### config.mk
export PLATFORM = sky130hd
export DESIGN_NAME = ivl_uvm_ovl_rd_responder
export DESIGN_NICKNAME = d
export VERILOG_FILES = /design/src/rtl/ivl_uvm_ovl_rd_responder.sv
export SDC_FILE = /design/constraint.sdc
export NUM_CORES = 1
export LEC_CHECK = 0
export ABC_AREA = 1
export BUFFER_PORTS_ARGS = -buffer_cell sky130_fd_sc_hd__buf_2
export CELL_PAD_IN_SITES_DETAIL_PLACEMENT = 1
export CELL_PAD_IN_SITES_GLOBAL_PLACEMENT = 1
export CORE_MARGIN = 4
export CORE_UTILIZATION = 49
export CTS_BUF_LIST = sky130_fd_sc_hd__clkbuf_4 sky130_fd_sc_hd__clkbuf_8
export CTS_CLUSTER_DIAMETER = 200
export DETAILED_ROUTE_END_ITERATION = 6
export PLACE_DENSITY = 0.84
export SKIP_CTS_REPAIR_TIMING = 1
export SYNTH_ARGS = -nofsm -noshare
export SYNTH_HDL_FRONTEND = slang
export SYNTH_SLANG_ARGS = --single-unit
### constraint.sdc
create_clock -name clk -period 1.9 [get_ports clk]
set_input_delay 0.285 -clock clk [delete_from_list [all_inputs] [get_ports clk]]
set_output_delay 0.285 -clock clk [all_outputs]
set_load 0.03 [all_outputs]
### src/rtl/ivl_uvm_ovl_rd_responder.sv
// ivl_uvm_ovl_rd_responder
// Read-side responder for the rd / rd_ack / DATA window protocol.
// A request on rd is accepted in IDLE or ACK. The word at addr is read from a
// small preloadable memory and returned after LATENCY cycles with a one-cycle
// rd_ack pulse. During the wait the bus shows the inverted word, so data is
// guaranteed to change inside every rd-to-rd_ack window.
module ivl_uvm_ovl_rd_responder #(
    parameter int DATA_W  = 8,
    parameter int ADDR_W  = 4,
    parameter int LATENCY = 1   // legal range 1..15
) (
    input  logic              clk,
    input  logic              reset,
    input  logic              rd,
    input  logic [ADDR_W-1:0] addr,
    input  logic              wr_en,
    input  logic [ADDR_W-1:0] wr_addr,
    input  logic [DATA_W-1:0] wr_data,
    output logic              rd_ack,
    output logic [DATA_W-1:0] data,
    output logic              busy,
    output logic [15:0]       txn_cnt
);

    typedef enum logic [1:0] {
        IDLE = 2'd0,
        WAIT = 2'd1,
        ACK  = 2'd2
    } state_t;

    // Counter load value: WAIT lasts LATENCY cycles, the last one with count 0.
    localparam logic [3:0] LAT_LOAD = 4'(LATENCY - 1);

    state_t            state;
    logic [3:0]        lat_cnt;
    logic [DATA_W-1:0] rdata_q;
    logic [DATA_W-1:0] mem [2**ADDR_W];
    logic              accept;

    // A new request can be taken whenever no read is in flight (IDLE or ACK).
    assign accept = rd && ((state == IDLE) || (state == ACK));

    // Preload write port; writes are suppressed in a reset cycle.
    // NOTE: the memory array has no reset -- clearing it would turn the RAM
    // into a register file; benches preload every word they intend to read.
    always_ff @(posedge clk) begin
        if (!reset && wr_en) begin
            mem[wr_addr] <= wr_data;
        end
    end

    // Request FSM with registered outputs: accept, count latency, acknowledge.
    // NOTE: non-blocking assignments here and in the write port mean a read
    // accept and a write to the same address on one edge return the old word.
    always_ff @(posedge clk) begin
        if (reset) begin
            state   <= IDLE;
            lat_cnt <= 4'd0;
            rdata_q <= '0;
            rd_ack  <= 1'b0;
            data    <= '0;
            busy    <= 1'b0;
            txn_cnt <= 16'd0;
        end else begin
            rd_ack <= 1'b0;
            case (state)
                WAIT: begin
                    if (lat_cnt == 4'd0) begin
                        state  <= ACK;
                        rd_ack <= 1'b1;
                        data   <= rdata_q;
                        busy   <= 1'b0;
                        if (txn_cnt != 16'hFFFF) begin
                            txn_cnt <= txn_cnt + 16'd1;
                        end
                    end else begin
                        lat_cnt <= lat_cnt - 4'd1;
                    end
                end
                default: begin
                    // IDLE and ACK behave alike: take a request or go quiet.
                    if (accept) begin
                        rdata_q <= mem[addr];
                        data    <= ~mem[addr];   // turnaround marker
                        lat_cnt <= LAT_LOAD;
                        busy    <= 1'b1;
                        state   <= WAIT;
                    end else begin
                        state <= IDLE;
                    end
                end
            endcase
        end
    end

endmodule

==> out/metrics.cfg, run 1 <==
[status]
status = finished, final reports clean

[yosys]
syn-cell-area_um2 = 7495
synth_edf_count = 128
avgSynthCellArea_um2 = 9.230
synthFlopType = edfxtp_1
synth_nets = 835
synthCells = 812
ys_ff_latch = 168
yosysSeqAreaShare_pct = 61.97
ys_warn_count = 0
synth_async_sr_flop_share_pct = 0
synth_cell_types = 35

[floorplan]
pin_count = 46
fp.dieArea_um2 = 17340
placeableCoreArea_um2 = 14750
start_util_pct = 50.80
die_h_um = 131.7
std_cell_rows = 44
die_x_um = 131.7

[pwr]
p_leak_nw = 3.692
power_density_nw_per_um2 = 854.5
p_clk_share_pct = 35.3
power_mw = 7.264
p_int_mw = 5.509
sw_frac_of_total_pct = 24.15
p_sw_mw = 1.754
peakVddDrop_v = 0.0006045
p_seq_share_pct = 55.7
comb_power_share_pct = 9.0

[grt]
antenna_found_initial = 0
grt_remaining_overflow = 0
grt_max_degree = 46
grt_pass1_vias = 6080
grtUsageTotal_pct = 23.47
grt_pass1_wl_um = 31930

[finish]
mostFrequentLayoutCell = nand2_1
n_antenna_cell = 0
final_cell_mix = nand2_1 (262), edfxtp_1 (128), inv_1 (109)
drive_above_1_share_pct = 15.55
syn2layout_area_growth_pct = 13.42
nNetsFinal = 904
fillers = 1757
utilization_pct = 57.62

[drt]
drt-total-wl_um = 20190
first_pass_iters = 5
vias_per_cell = 5.442
ant_nets = 0
first_iter_violations = 508
drc = 0
wl_per_cell_um = 18.73
route.vias.total = 5866

[timing]
period_needed_ps = 1812
final.setup.worst_slack_ps = 87.54
drv_slew = 0
hold_viol_final = 0
slew_headroom_pct = 71.34
finalCritPeriodShare_pct = 95.39
finClkSkew_ps = 12.34
setup_viol = 0
tns_ps = 0
tightestPinTransition_ps = 430.0
clock.fmax_ghz = 0.5517

[flow_run]
maxCapViolCount = 0

[setup_path]
startpoint_type = flip-flop
worstPathCellList = ha_1, inv_1, nor2_4, nand3_2, clkinv_2, a21oi_4, buf_12, buf_4, o21ai_0, nor2_1
crit_type = reg2reg
crit_path_max_fanout = 11
crit_path_top_delay_cell = dfxtp_1
cp.arrival_ps = 2170
critPathMaxStageDelay_ps = 430
crit_path_end_kind = flip-flop
worstPathRequired_ps = 2250

[clock_tree]
cts_made_buffers = 17
cts_root_buf = clkbuf_8
clkTransAtPathRegs_ps = 90
cts-htree-levels = 4
clockBufferDepth = 2
clock_latency_ps = 460
tritoncts = yes
clock_sinks = 168

[placement]
pre_cts_slack_ps = 19.45
portBuffers = 45
dpl.hpwl_um = 13770
gp_congestion = 0.8575

[worst_hold_path]
hp-class = in2reg

critical path: cells and delay by family (launching register included):
family                     cells  cell delay, ps
AOI/OAI and AO/OA              2             230
and+or+nand+nor                3             360
adders and majority gates      1             230
buffers and inverters          4             450
DFF                            1             430
power groups by stage:
stage | logic, mW | registers, mW | clock network, mW
5_1_grt | 0.720 | 4.06 | 2.77
6_report | 0.654 | 4.05 | 2.56
4_1_cts | 0.641 | 4.05 | 2.60
3_5_place_dp | 0.637 | 4.13 | 0
3_3_place_gp | 0.605 | 4.13 | 0
2_1_floorplan | 0.334 | 4.18 | 0
stage by stage:
| step | instance area (um^2) | instances | hold WS (ps) |
|---|---|---|---|
| CTS | 8448 | 1073 | 180.4 |
| finish | 8501 | 1078 | 217.4 |
| global placement | 8051 | 1041 | 449.7 |
| global route | 8501 | 1078 | 231.0 |
| detailed placement | 8051 | 1041 | 472.7 |
| floorplan | 7495 | 812 | 383.9 |
metal layers:
| metal | routed length, um | track usage, % | up-vias |
|---|---|---|---|
| met2 | 10080 | 39.97 | 146 |
| met4 | 335 | 6.884 | 0 |
| met1 | 8815 | 30.62 | 2920 |
| met3 | 954 | 4.740 | 28 |
| met5 | 0 | 0 | - |
| li1 | - | - | 2772 |
cells by family after synthesis:
kind of cell	synth area share, %
AO/OA/AOI/OAI	5.293
XOR/XNOR	0.7012
adder cells (fa/ha/maj)	0.5009
buffers and inverters	7.930
flip-flops	61.97
AND/OR/NAND/NOR	23.61
Yosys cell counts (5+ instances only):
master | count | area (um^2)
o21ai_1 | 8 | 40.04
nor2_1 | 39 | 146.4
nand2_1 | 263 | 987.2
a21oi_1 | 31 | 155.2
nor3_1 | 5 | 25.02
dfxtp_1 | 40 | 800.8
buf_2 | 13 | 65.06
nand3_1 | 98 | 490.5
clkbuf_1 | 14 | 52.55
edfxtp_1 | 128 | 3844
nand4_1 | 6 | 37.54
a21oi_2 | 9 | 78.83
inv_1 | 109 | 409.1
o21ai_0 | 14 | 70.07
sequential cells by signal, indices dropped and copies added, names as in the netlist:
register / flops
rd_ack: 1
txn_cnt: 16
lat_cnt: 4
state: 2
rdata_q: 8
mem: 128
data: 8
busy: 1
path summary, 6_finish.rpt:
check / end / slack (ps) / startpoint / depth (start not counted)
max: txn_cnt[1] / 90 / txn_cnt[1] / 10
min reg2reg: busy / 480 / busy / 2
max reg2reg: txn_cnt[1] / 90 / txn_cnt[1] / 10
min: lat_cnt[2] / 220 / rd / 4
final cells by class:
cell class / instances / area [um^2] / area share (%)
multi-input cells: 496 / 2258 / 26.57
well taps: 184 / 230.2 / 2.708
inverters: 115 / 435.4 / 5.122
repair buffers: 83 / 535.5 / 6.300
clock inverters: 8 / 97.59 / 1.148
flip-flops and latches: 168 / 4644 / 54.64
clock buffers: 24 / 299.0 / 3.518
(Power assumes the default switching activity.)
==> inputs of run 2 (changes only) <==
- CELL_PAD_IN_SITES_GLOBAL_PLACEMENT: 1 -> 2
- CORE_UTILIZATION: 49 -> 40
==> out/metrics.cfg, run 2 (synthesis results as in run 1) <==
[status]
status = finished, final reports clean

[timing]
slew_headroom_pct = 71.68
tightestPinTransition_ps = 424.9
final.setup.worst_slack_ps = 155.2
rsz0062_at_grt = false
tns_ps = 0
clock.fmax_ghz = 0.5731
setup_viol = 0
drv_slew = 0
hold_viol_final = 0
finalCritPeriodShare_pct = 91.83
period_needed_ps = 1745
finClkSkew_ps = 9.818

[finish]
nNetsFinal = 903
largest_register = mem
mostFrequentLayoutCell = nand2_1
fillers = 2078
syn2layout_area_growth_pct = 14.92
n_antenna_cell = 0
drive_above_1_share_pct = 15.23
final_cell_mix = nand2_1 (262), edfxtp_1 (128), inv_1 (109)
top_regs = mem (128), txn_cnt (16)
utilization_pct = 47.30
largest_reg_flops = 128

[grt]
grt_remaining_overflow = 0
antenna_found_initial = 0
grt_max_degree = 37
grtUsageTotal_pct = 20.71
grt_pass1_vias = 5885
grt_pass1_wl_um = 32920

[setup_path]
r2r-start = txn_cnt[1]
crit_path_max_fanout = 15
worstPathCellList = ha_1, inv_1, nor2_4, nand3_2, clkinv_2, a21oi_4, buf_12, inv_4, nand2_1, a21oi_1
cp.arrival_ps = 2130
crit_buf_inv = 4
worstPathRequired_ps = 2280
crit_path_end_kind = flip-flop
crit_type = reg2reg
crit_start = txn_cnt[1]
startpoint_type = flip-flop
crit_path_top_delay_cell = dfxtp_1
crit_family = buffers and inverters
critPathMaxStageDelay_ps = 430

[pwr]
power_mw = 7.490
power_density_nw_per_um2 = 869.6
p_leak_nw = 3.700
p_sw_mw = 1.849
p_clk_share_pct = 37.2
sw_frac_of_total_pct = 24.68
peakVddDrop_v = 0.0004296
comb_power_share_pct = 8.7
p_int_mw = 5.641
p_seq_share_pct = 54.1

[drt]
first_pass_iters = 5
wl_met3_um = 665
wl_per_cell_um = 18.24
vias_per_cell = 5.034
ant_nets = 0
drc = 0
drt-total-wl_um = 20470
route.vias.total = 5648
wl_met1_um = 9259
maxUsedRoutingLayer = met4
first_iter_violations = 283
met2_length_um = 10270

[clock_tree]
clock_latency_ps = 460
clockBufferDepth = 2
clkTransAtPathRegs_ps = 80
cts_root_buf = clkbuf_8
cts-htree-levels = 4
tritoncts = yes
clock_sinks = 168
cts_made_buffers = 17

[floorplan]
std_cell_rows = 49
placeableCoreArea_um2 = 18210
die_x_um = 144.9
pin_count = 46
fp.dieArea_um2 = 20990
start_util_pct = 41.16
die_h_um = 144.9

[placement]
dpl.hpwl_um = 14240
gp_congestion = 0.8369
portBuffers = 45
pre_cts_slack_ps = 18.16

[worst_hold_path]
min_from = rd
hp-class = in2reg

[flow_run]
maxCapViolCount = 0

## run 2: cell count changes in the layout (fill, tap and decap cells not counted), sizes merged
cell	change
inv	+2
clkinv	+2
buf	-1
clkbuf	-7
bufinv	+2
clkinvlp	+1
## run 2: final cells by class
class                           count  area (um^2)  area share [%]
Clock buffer                       17        234.0           2.716
Sequential cell                   168         4644           53.92
Multi-Input combinational cell    496         2258           26.22
Timing Repair Buffer               82        553.0           6.421
Clock inverter                     15        201.4           2.339
Inverter                          115        435.4           5.055
Tap cell                          229        286.5           3.327
## run 2: tightest hold or removal path, cell delays in order
cell and delay, ps:
buf_2 80, nand2_1 120, nand3_1 110, a31oi_1 40
## run 2: final timing paths
path                 endpoint  slack [ps]  cells past startpoint
setup / recovery  txn_cnt[15]         160                     10
hold / removal     lat_cnt[2]         230                      4
setup reg to reg  txn_cnt[15]         160                     10
hold reg to reg          busy         480                      2
## run 2: power by group through the flow
stage,logic [mW],clock network (mW),registers (mW)
after floorplan,0.334,0,4.18
after global placement,0.631,0,4.13
after detailed placement,0.654,0,4.14
after CTS,0.657,2.85,4.05
after global routing,0.730,3.01,4.06
final,0.653,2.79,4.05
## run 2: layer usage
layer	vias up	global-route usage, %
li1	2771	-
met1	2754	27.27
met5	-	0
met2	102	35.46
met3	21	3.352
met4	0	5.940
## run 2: per-stage QoR
| stage | hold slack [ps] | std cells | instance area, um^2 |
|---|---|---|---|
| floorplan | 383.9 | 812 | 7495 |
| global placement | 452.6 | 1089 | 8155 |
| detailed placement | 480.1 | 1089 | 8155 |
| CTS | 174.8 | 1121 | 8591 |
| global route | 221.4 | 1122 | 8613 |
| finish | 225.0 | 1122 | 8613 |
==> inputs of run 3 (changes only) <==
- CORE_UTILIZATION: 40 -> 36
- CTS_CLUSTER_SIZE: default -> 20
- PLACE_DENSITY: 0.84 -> 0.8
- clock period: 1.9 -> 1.6 ns (I/O delays scaled with it)
==> out/metrics.cfg, run 3 (synthesis results as in run 1) <==
[worst_hold_path]
hold_end = mem[12][2]
hold_depth = 1
hp-class = in2reg
min_from = wr_data[2]

[timing]
setup_viol = 0
hold_ws_ps = 183.0
tightestPinTransition_ps = 401.1
tns_ps = 0
drv_slew = 0
final.setup.worst_slack_ps = 48.08
clock.fmax_ghz = 0.6444
period_needed_ps = 1552
slew_headroom_pct = 73.26
rsz0062_at_grt = true
finalCritPeriodShare_pct = 97.00
hold_viol_final = 0
finClkSkew_ps = 18.03

[grt]
grt_pass1_vias = 5673
antenna_found_initial = 0
grt_max_degree = 33
grt_pass1_wl_um = 30740
grtUsageTotal_pct = 16.88
grt_remaining_overflow = 0

[pwr]
peakVddDrop_v = 0.0006177
p_leak_nw = 3.813
power_density_nw_per_um2 = 962.6

[flow_run]
maxCapViolCount = 0

[setup_path]
worstPathCellList = inv_2, ha_4, nand2_2, o21ai_4, nand2_4, a21oi_4, buf_12, buf_12, nand2_2, a21oi_2
crit_path_end_kind = flip-flop
crit_family = compound AO/OA/AOI/OAI gates
rr_endpoint = txn_cnt[13]
crit_path_max_fanout = 7
crit_buf_inv = 3
cp.arrival_ps = 1960
crit_path_top_delay_cell = dfxtp_2
startpoint_type = flip-flop
critPathMaxStageDelay_ps = 340
worstPathRequired_ps = 2010
r2r-start = lat_cnt[0]
ff2ff_path_depth = 10
regToRegSetupSlack_ps = 50
crit_type = reg2reg

[floorplan]
std_cell_rows = 52
start_util_pct = 36.80
die_h_um = 152.3
placeableCoreArea_um2 = 20360
pin_count = 46
fp.dieArea_um2 = 23190
die_x_um = 152.3

[finish]
regArea_um2 = 4648
fillers = 2389
final_cell_mix = nand2_1 (255), edfxtp_1 (128), inv_1 (107)
n_antenna_cell = 0
mostFrequentLayoutCell = nand2_1
multi_input_area_um2 = 2313
largest_reg_flops = 128
largest_register = mem
drive_above_1_share_pct = 18.66
nNetsFinal = 921
design_area_um2 = 8860
top_regs = mem (128), txn_cnt (16)
syn2layout_area_growth_pct = 18.21

[clock_tree]
cts_made_buffers = 17
cts_root_buf = clkbuf_8
clock_latency_ps = 470
clkTransAtPathRegs_ps = 110
clockBufferDepth = 2
tritoncts = yes
cts-htree-levels = 4
clock_sinks = 168

[drt]
first_iter_violations = 245
drt-total-wl_um = 19170
route.vias.total = 5537
first_pass_iters = 4
vias_per_cell = 4.688
ant_nets = 0
drc = 0
wl_per_cell_um = 16.23

[placement]
pre_cts_slack_ps = -2.738
portBuffers = 45
gp_congestion = 0.7483
dpl.hpwl_um = 13130
dpl-instance-area_um2 = 8362

[status]
status = finished, final reports clean

run 3: layer usage:
metal | track usage [%] | up-vias | wire length [um]
met4 | 3.981 | 0 | 186
met5 | 0 | - | 0
met3 | 3.579 | 14 | 686
met1 | 22.52 | 2624 | 8966
li1 | - | 2805 | -
met2 | 28.34 | 94 | 9330
run 3: worst max path at each step:
stage                from          end  slack [ps]  depth (start not counted)
2_1_floorplan  txn_cnt[0]   txn_cnt[2]          30                         10
4_1_cts        lat_cnt[0]   txn_cnt[5]         -20                          9
3_5_place_dp   lat_cnt[0]   txn_cnt[5]          -3                          9
6_report       lat_cnt[0]  txn_cnt[13]          50                         10
3_3_place_gp   lat_cnt[0]   txn_cnt[5]          30                          9
5_1_grt        lat_cnt[0]   txn_cnt[8]         -30                         10
run 3: cell type report:
type | instances | area share (%)
clock inverter | 15 | 1.794
inverter | 115 | 4.943
tap | 270 | 3.813
clock buffer | 17 | 2.641
multi-input combinational | 496 | 26.11
sequential | 168 | 52.46
timing repair buffer | 100 | 8.233
run 3: where the power goes:
group	internal (mW)	total, mW	leakage (nW)	switching (mW)
Clock	1.17	2.93	0.198	1.76
Combinational	0.245	0.789	2.13	0.544
Sequential	4.77	4.81	1.48	0.0376
run 3: worst register-to-register path: stages, from the launching register on:
cell	delay, ps
dfxtp_2	340
inv_2	80
ha_4	130
nand2_2	70
o21ai_4	180
nand2_4	100
a21oi_4	140
buf_12	140
buf_12	130
nand2_2	70
a21oi_2	120
run 3: through the flow:
stage	power, mW	std cells	util, %
detailed placement	5.689	1147	41.06
global placement	5.674	1147	41.06
CTS	8.622	1179	42.99
global route	8.968	1181	43.51
floorplan	5.359	812	-
finish	8.529	1181	43.51
